### src/rtl/slon_pkg.sv
// rtl/slon_pkg.sv - shared SLON link constants, checker state and data word type
//
// Purpose: definitions shared by the SLON generator and the slon_rx receiver.
//   DOUT_WIDTH   : width of one link data word
//   CLK_FACTOR   : nominal system clocks per upstream strobe period
//   slon_state_e : sequence checker state (ACQ, LOCKED)
//   slon_word_t  : one link data word
package slon_pkg;

  localparam int DOUT_WIDTH = 8;
  localparam int CLK_FACTOR = 10;

  typedef enum logic {
    ACQ    = 1'b0,
    LOCKED = 1'b1
  } slon_state_e;

  typedef logic [DOUT_WIDTH-1:0] slon_word_t;

endpackage

### src/rtl/slon_rx_fifo.sv
// rtl/slon_rx_fifo.sv - first-word-fall-through output buffer for slon_rx
//
// Purpose: small synchronous FWFT FIFO; the head word is visible on rd_data
// whenever empty is low. A write into a full FIFO is accepted only when a read
// happens in the same cycle.
// Ports:
//   clk, rst        : clock, synchronous active-high reset (empties the FIFO)
//   wr_en, wr_data  : write request and word
//   rd_en           : pop the head word (ignored when empty)
//   rd_data         : head word, 0 when empty
//   full, empty     : occupancy flags
module slon_rx_fifo #(
  parameter int WIDTH = 8,
  parameter int DEPTH = 4
) (
  input  logic             clk,
  input  logic             rst,
  input  logic             wr_en,
  input  logic [WIDTH-1:0] wr_data,
  input  logic             rd_en,
  output logic [WIDTH-1:0] rd_data,
  output logic             full,
  output logic             empty
);

  localparam int AW = (DEPTH > 1) ? $clog2(DEPTH) : 1;

  logic [WIDTH-1:0] r_mem [DEPTH];
  logic [AW-1:0]    r_wr_ptr;
  logic [AW-1:0]    r_rd_ptr;
  logic [AW:0]      r_count;

  logic w_full;
  logic w_empty;
  logic w_rd;
  logic w_wr;

  assign w_full  = (r_count == (AW+1)'(DEPTH));
  assign w_empty = (r_count == '0);
  assign w_rd    = rd_en & ~w_empty;
  // A full FIFO still takes a write when the head leaves in the same cycle.
  assign w_wr    = wr_en & (~w_full | w_rd);

  always_ff @(posedge clk) begin
    if (rst) begin
      r_wr_ptr <= '0;
      r_rd_ptr <= '0;
      r_count  <= '0;
    end else begin
      if (w_wr) r_wr_ptr <= r_wr_ptr + AW'(1);
      if (w_rd) r_rd_ptr <= r_rd_ptr + AW'(1);
      case ({w_wr, w_rd})
        2'b10:   r_count <= r_count + (AW+1)'(1);
        2'b01:   r_count <= r_count - (AW+1)'(1);
        default: r_count <= r_count;
      endcase
    end
  end

  // Storage needs no reset: nothing is visible until the count says so.
  always_ff @(posedge clk) begin
    if (!rst && w_wr) r_mem[r_wr_ptr] <= wr_data;
  end

  assign rd_data = w_empty ? '0 : r_mem[r_rd_ptr];
  assign full    = w_full;
  assign empty   = w_empty;

endmodule

### src/rtl/slon_rx.sv
// rtl/slon_rx.sv - SLON receiver: strobe synchronizer, capture, sequence checker, output buffer
//
// Purpose: samples an asynchronous strobe/data pair from the upstream SLON
// generator, captures one word per strobe falling edge, checks that words form
// an incrementing sequence and buffers captured words for a ready/valid consumer.
// Ports:
//   clk, rst             : system clock, synchronous active-high reset
//   rx_clk, rx_data      : upstream strobe and data (asynchronous to clk)
//   out_data, out_valid  : head word of the output buffer and its valid flag
//   out_ready            : consumer accepts the head word when out_valid is high
//   locked               : sequence checker is LOCKED
//   err_cnt              : sequence errors while LOCKED, saturating
//   word_cnt             : words captured since reset, wrapping
//   ovf                  : sticky, a captured word was dropped on a full buffer
module slon_rx #(
  parameter int DOUT_WIDTH = slon_pkg::DOUT_WIDTH,
  parameter int LOCK_COUNT = 4,
  parameter int FIFO_DEPTH = 4
) (
  input  logic                  clk,
  input  logic                  rst,
  input  logic                  rx_clk,
  input  logic [DOUT_WIDTH-1:0] rx_data,
  output logic [DOUT_WIDTH-1:0] out_data,
  output logic                  out_valid,
  input  logic                  out_ready,
  output logic                  locked,
  output logic [15:0]           err_cnt,
  output logic [31:0]           word_cnt,
  output logic                  ovf
);

  import slon_pkg::*;

  localparam int RUN_W = $clog2(LOCK_COUNT + 1);

  // Synchronizers; r_clk_s3 is the previous synchronized strobe value.
  logic                  r_clk_s1;
  logic                  r_clk_s2;
  logic                  r_clk_s3;
  logic [DOUT_WIDTH-1:0] r_dat_s1;
  logic [DOUT_WIDTH-1:0] r_dat_s2;

  // Registered capture event and word, one cycle after the edge is seen.
  logic                  r_cap;
  logic [DOUT_WIDTH-1:0] r_word;

  slon_state_e           r_state;
  logic                  r_locked;
  logic [DOUT_WIDTH-1:0] r_exp;
  logic [RUN_W-1:0]      r_run;
  logic                  r_miss;
  logic [15:0]           r_err;
  logic [31:0]           r_wcnt;
  logic                  r_ovf;

  logic                  w_fall;
  logic                  w_match;
  logic [RUN_W-1:0]      w_run_next;
  logic                  w_full;
  logic                  w_empty;
  logic                  w_rd;
  logic                  w_drop;

  assign w_fall     = r_clk_s3 & ~r_clk_s2;
  assign w_match    = (r_word == r_exp);
  assign w_run_next = w_match ? (r_run + RUN_W'(1)) : RUN_W'(1);
  assign w_rd       = ~w_empty & out_ready;
  assign w_drop     = r_cap & w_full & ~w_rd;

  always_ff @(posedge clk) begin
    if (rst) begin
      r_clk_s1 <= 1'b0;
      r_clk_s2 <= 1'b0;
      r_clk_s3 <= 1'b0;
      r_dat_s1 <= '0;
      r_dat_s2 <= '0;
      r_cap    <= 1'b0;
      r_word   <= '0;
    end else begin
      r_clk_s1 <= rx_clk;
      r_clk_s2 <= r_clk_s1;
      r_clk_s3 <= r_clk_s2;
      r_dat_s1 <= rx_data;
      r_dat_s2 <= r_dat_s1;
      // Falling strobe edge: data has been stable for the whole high phase.
      r_cap    <= w_fall;
      r_word   <= r_dat_s2;
    end
  end

  always_ff @(posedge clk) begin
    if (rst) begin
      r_state  <= ACQ;
      r_locked <= 1'b0;
      r_exp    <= '0;
      r_run    <= '0;
      r_miss   <= 1'b0;
      r_err    <= '0;
      r_wcnt   <= '0;
      r_ovf    <= 1'b0;
    end else if (r_cap) begin
      r_wcnt <= r_wcnt + 32'd1;
      r_exp  <= r_word + DOUT_WIDTH'(1);
      if (w_drop) r_ovf <= 1'b1;
      case (r_state)
        ACQ: begin
          r_run <= w_run_next;
          if (w_run_next >= RUN_W'(LOCK_COUNT)) begin
            r_state  <= LOCKED;
            r_locked <= 1'b1;
            r_miss   <= 1'b0;
          end
        end
        LOCKED: begin
          if (w_match) begin
            r_miss <= 1'b0;
          end else begin
            if (r_err != 16'hFFFF) r_err <= r_err + 16'd1;
            if (r_miss) begin
              // Second mismatch in a row: this word starts a new run.
              r_state  <= ACQ;
              r_locked <= 1'b0;
              r_run    <= RUN_W'(1);
              r_miss   <= 1'b0;
            end else begin
              r_miss <= 1'b1;
            end
          end
        end
        default: r_state <= ACQ;
      endcase
    end
  end

  slon_rx_fifo #(
    .WIDTH (DOUT_WIDTH),
    .DEPTH (FIFO_DEPTH)
  ) u_fifo (
    .clk     (clk),
    .rst     (rst),
    .wr_en   (r_cap),
    .wr_data (r_word),
    .rd_en   (out_ready),
    .rd_data (out_data),
    .full    (w_full),
    .empty   (w_empty)
  );

  assign out_valid = ~w_empty;
  assign locked    = r_locked;
  assign err_cnt   = r_err;
  assign word_cnt  = r_wcnt;
  assign ovf       = r_ovf;

endmodule

### config.mk
export PLATFORM = sky130hd
export DESIGN_NAME = slon_rx
export DESIGN_NICKNAME = d
export VERILOG_FILES = /design/src/rtl/slon_pkg.sv /design/src/rtl/slon_rx_fifo.sv /design/src/rtl/slon_rx.sv
export SDC_FILE = /design/constraint.sdc
export NUM_CORES = 1
export LEC_CHECK = 0
export BUFFER_PORTS_ARGS = -buffer_cell sky130_fd_sc_hd__buf_2
export CAP_MARGIN = 20
export CORE_UTILIZATION = 25
export CTS_CLUSTER_SIZE = 25
export DETAILED_ROUTE_END_ITERATION = 12
export GPL_TIMING_DRIVEN = 0
export PLACE_DENSITY = 0.51
export RECOVER_POWER = 100
export REMOVE_ABC_BUFFERS = 1
export SLEW_MARGIN = 30
export SYNTH_ARGS = -nofsm -noshare
export SYNTH_HDL_FRONTEND = slang
export SYNTH_HIERARCHICAL = 1
export SYNTH_SLANG_ARGS = --single-unit
### constraint.sdc
create_clock -name clk -period 2.91 [get_ports clk]
set_clock_uncertainty 0.05 [all_clocks]
set_input_delay 0.291 -clock clk [delete_from_list [all_inputs] [get_ports clk]]
set_output_delay 0.291 -clock clk [all_outputs]
set_load 0.05 [all_outputs]
==> results.md <==
* Outcome: finished clean
* Unrepaired setup endpoints after global routing: no
* CTS H-Tree Depth at 4
* Psw at between 0.9 and 1 mW
* Max frequency at 376 MHz
* Post-route core utilization at 0.308
* Min Hold Slack at about 0.030 ns
* Count of different cell masters after synthesis at between 50 and 60
* Die span in x at 151 µm
* Xor/xnor share of the synthesized area at 0.0711
* Worst-path clk slew at approximately 0.060 ns
* Tcrit/Tclk final at 0.914
* Total Wirelength at about 11000 µm
* Min-Delay Startpoint: rx_data[2]
* Crit Path Class: reg2reg
* Main synth FF type: dfxtp_1
* First-pass GRT wire length at about 18000 µm
* Pre-antenna DRT Iters at 6
* Clock share of power at 0.521
* CP Max Fanout at 5
* GRT Total Usage at 0.106
* Worst slew pin tran at between 1 and 1.5 ns
* Leakage at approximately 2.3 nW
* Nets at approximately 600
* Largest net degree at the start of global routing at 56
* #FFs+latches synth at ~130
* Post-synth EDFFs at 32
* Post-synthesis mux area share at 0.0447
* CTS Root Cell: clkbuf_16
* CTS Buf Count at 17
* Most frequent cells after synthesis: 100 x dfxtp_1, 58 x nor2_1, 38 x xor2_1
* Via density per instance at ~4.4
* Area share of the largest cell type after synthesis at 0.361
* DP Wirelength at ~7300 µm
* Post-Synth Simple-Gate Area at 0.212
* Post-CTS sizing at 0
* FP Rows at 54
* Vias in the first global route at 3596
* Layout area overhead at 20.7%
* Slew margin rel. at 0.200
* Register area share after synthesis at 0.534
* Starting Density at 0.255
* Avg Cell Area, Syn at roughly 11 µm²
* Gpl congestion at roughly 0.7
* Final setup vio count at 0
* Clk_lat worst skew at 0.41 ns
* # Max-Cap Violations at 0
* Largest family of logic cells by synthesized area: simple AND/OR/NAND/NOR gates
* Sequential share of power at 0.446
* Number of antenna diodes at 0
* Sw Ratio at 0.228
* DRC violations left at 0
* Ys async rst share at 0
* Crit path required time at about 3.2 ns
* Hold Crit Class: in2reg
* CTS Sinks at 132
* Netlist Area Pre-Place at ~5500 µm²
* Initial antenna violation count at 0
* Total negative setup slack at 0 ns
* Crit path DAT at approximately 2.9 ns
* Critical Path Start: u_fifo/r_count[2]
* Hold Vio Cnt, Final at 0
* Crit end category: flip-flop
* Initial DRC Count at ~140
* Comb power frac at 0.033
* Die area at between 20000 and 25000 µm²
* Final ANT Viol Nets at 0
* R2R Path Start: u_fifo/r_count[2]
* Max IR drop VDD at between 0.3 and 0.4 mV
* CTS tree: done
* Via Count at 3897
* Chip height at roughly 150 µm
* Synth Instances at 526
* Post-synthesis adder-cell area fraction at 0.0239
* Power Dens Cells at between 600 and 700 nW/µm²
* Core Box Area at 21800 µm²
* Largest buffer count on any clock path at 2
* Post-CTS setup buffer count at 0
* Grt total ovfl at 0
* Drt wl/cell at ~13 µm
* Internal at about 3.3 mW
* Reg2Reg Setup Slack at between 0.2 and 0.25 ns
* Top cells by area, synth: dfxtp_1 36%, edfxtp_1 17%, xor2_1 6.0%, nor2b_1 4.1%, nor2_1 3.9%
* Top-count cell post-synth: dfxtp_1
* Fin crit period at 2.66 ns
* Share of cells above drive strength 1 at 0.124
* Yosys warns at 6
* Slew Limit Fails at 0
* # IOs at 71
* Synth area leader: dfxtp_1
* # hold bufs at CTS at 0
* IO buf count at 70
* Critical Path Start Type: flip-flop
* Area fraction in compound gates after synthesis at 0.0735
[layout by cell type, fill, tap and decap left out, drive strengths merged, types with 7 or more instances in the layout]
master | Yosys | final
edfxtp | 32 | 32
or3 | 7 | 7
buf | 14 | 12
clkbuf | 12 | 77
ha | 9 | 9
nor4 | 8 | 8
o21ai | 10 | 10
mux4 | 8 | 8
xor2 | 38 | 38
nor3 | 7 | 7
xnor2 | 7 | 7
nor2b | 36 | 36
nand2 | 29 | 29
a21oi | 20 | 20
nand4 | 15 | 15
nand3 | 24 | 24
nor2 | 58 | 58
inv | 20 | 27
dfxtp | 100 | 100
a211oi | 8 | 8
[cells by family after synthesis]
| kind of cell | count (synthesis) |
|---|---|
| xor+xnor | 45 |
| mux | 14 |
| buf+inv | 46 |
| flops | 132 |
| fa+ha+maj | 10 |
| compound gates | 63 |
| simple gates | 216 |
[through the flow]
step	setup WS, ns	instances	area (µm²)	power, mW
global route	0.0786	884	6690	4.47
detailed placement	0.0687	852	6180	2.10
floorplan	0.419	500	5400	2.04
finish	0.249	884	6690	4.28
CTS	0.0475	884	6790	4.38
global placement	-0.439	850	6100	2.10
[critical path, cell delays in order, from the launching register on]
cell	delay, ns
dfxtp_1	0.38
or3b_1	0.38
o21a_1	0.23
inv_1	0.19
ha_1	0.22
inv_1	0.06
fa_1	0.37
xor2_1	0.16
or3_2	0.41
a21oi_1	0.14
[layout make-up]
cell class	count	area, µm²
clock buffer	17	425
clock inverter	15	193
fill	2290	15100
inverter	20	75.1
multi-input combinational	348	2380
sequential	132	2960
tap	280	350
timing repair buffer	72	303
[sequential cells by signal, indices dropped and copies added (netlist names), named ones only]
register         cells
r_word               8
r_dat_s1             8
word_cnt            32
r_clk_s2             1
r_miss               1
ovf                  1
u_fifo/r_rd_ptr      2
err_cnt             16
r_clk_s1             1
r_exp                8
r_dat_s2             8
locked               1
u_fifo/r_count       3
u_fifo/r_mem        32
r_run                3
u_fifo/r_wr_ptr      2
r_cap                1
r_clk_s3             1
r_state              1
[power by group through the flow]
stage                     logic [mW]  clock network [mW]  registers [mW]
final                          0.140                2.23            1.91
after CTS                      0.149                2.31            1.91
after global placement         0.143                   0            1.95
after floorplan               0.0885                   0            1.95
after detailed placement       0.149                   0            1.95
after global routing           0.157                2.40            1.92
[worst paths after layout]
check                       to  cells past startpoint
max reg2reg  u_fifo/r_count[2]                      9
min reg2reg              r_cap                      1
min                r_dat_s1[2]                      2
max          u_fifo/r_count[2]                      9
[routing by layer]
metal	vias up	track usage	wire (µm)
met5	-	0	0
met4	0	0.0465	173
met2	58	0.161	5030
li1	1995	-	-
met3	13	0.0325	403
met1	1831	0.138	5670
Note: power is estimated with default switching activity, not from simulation.
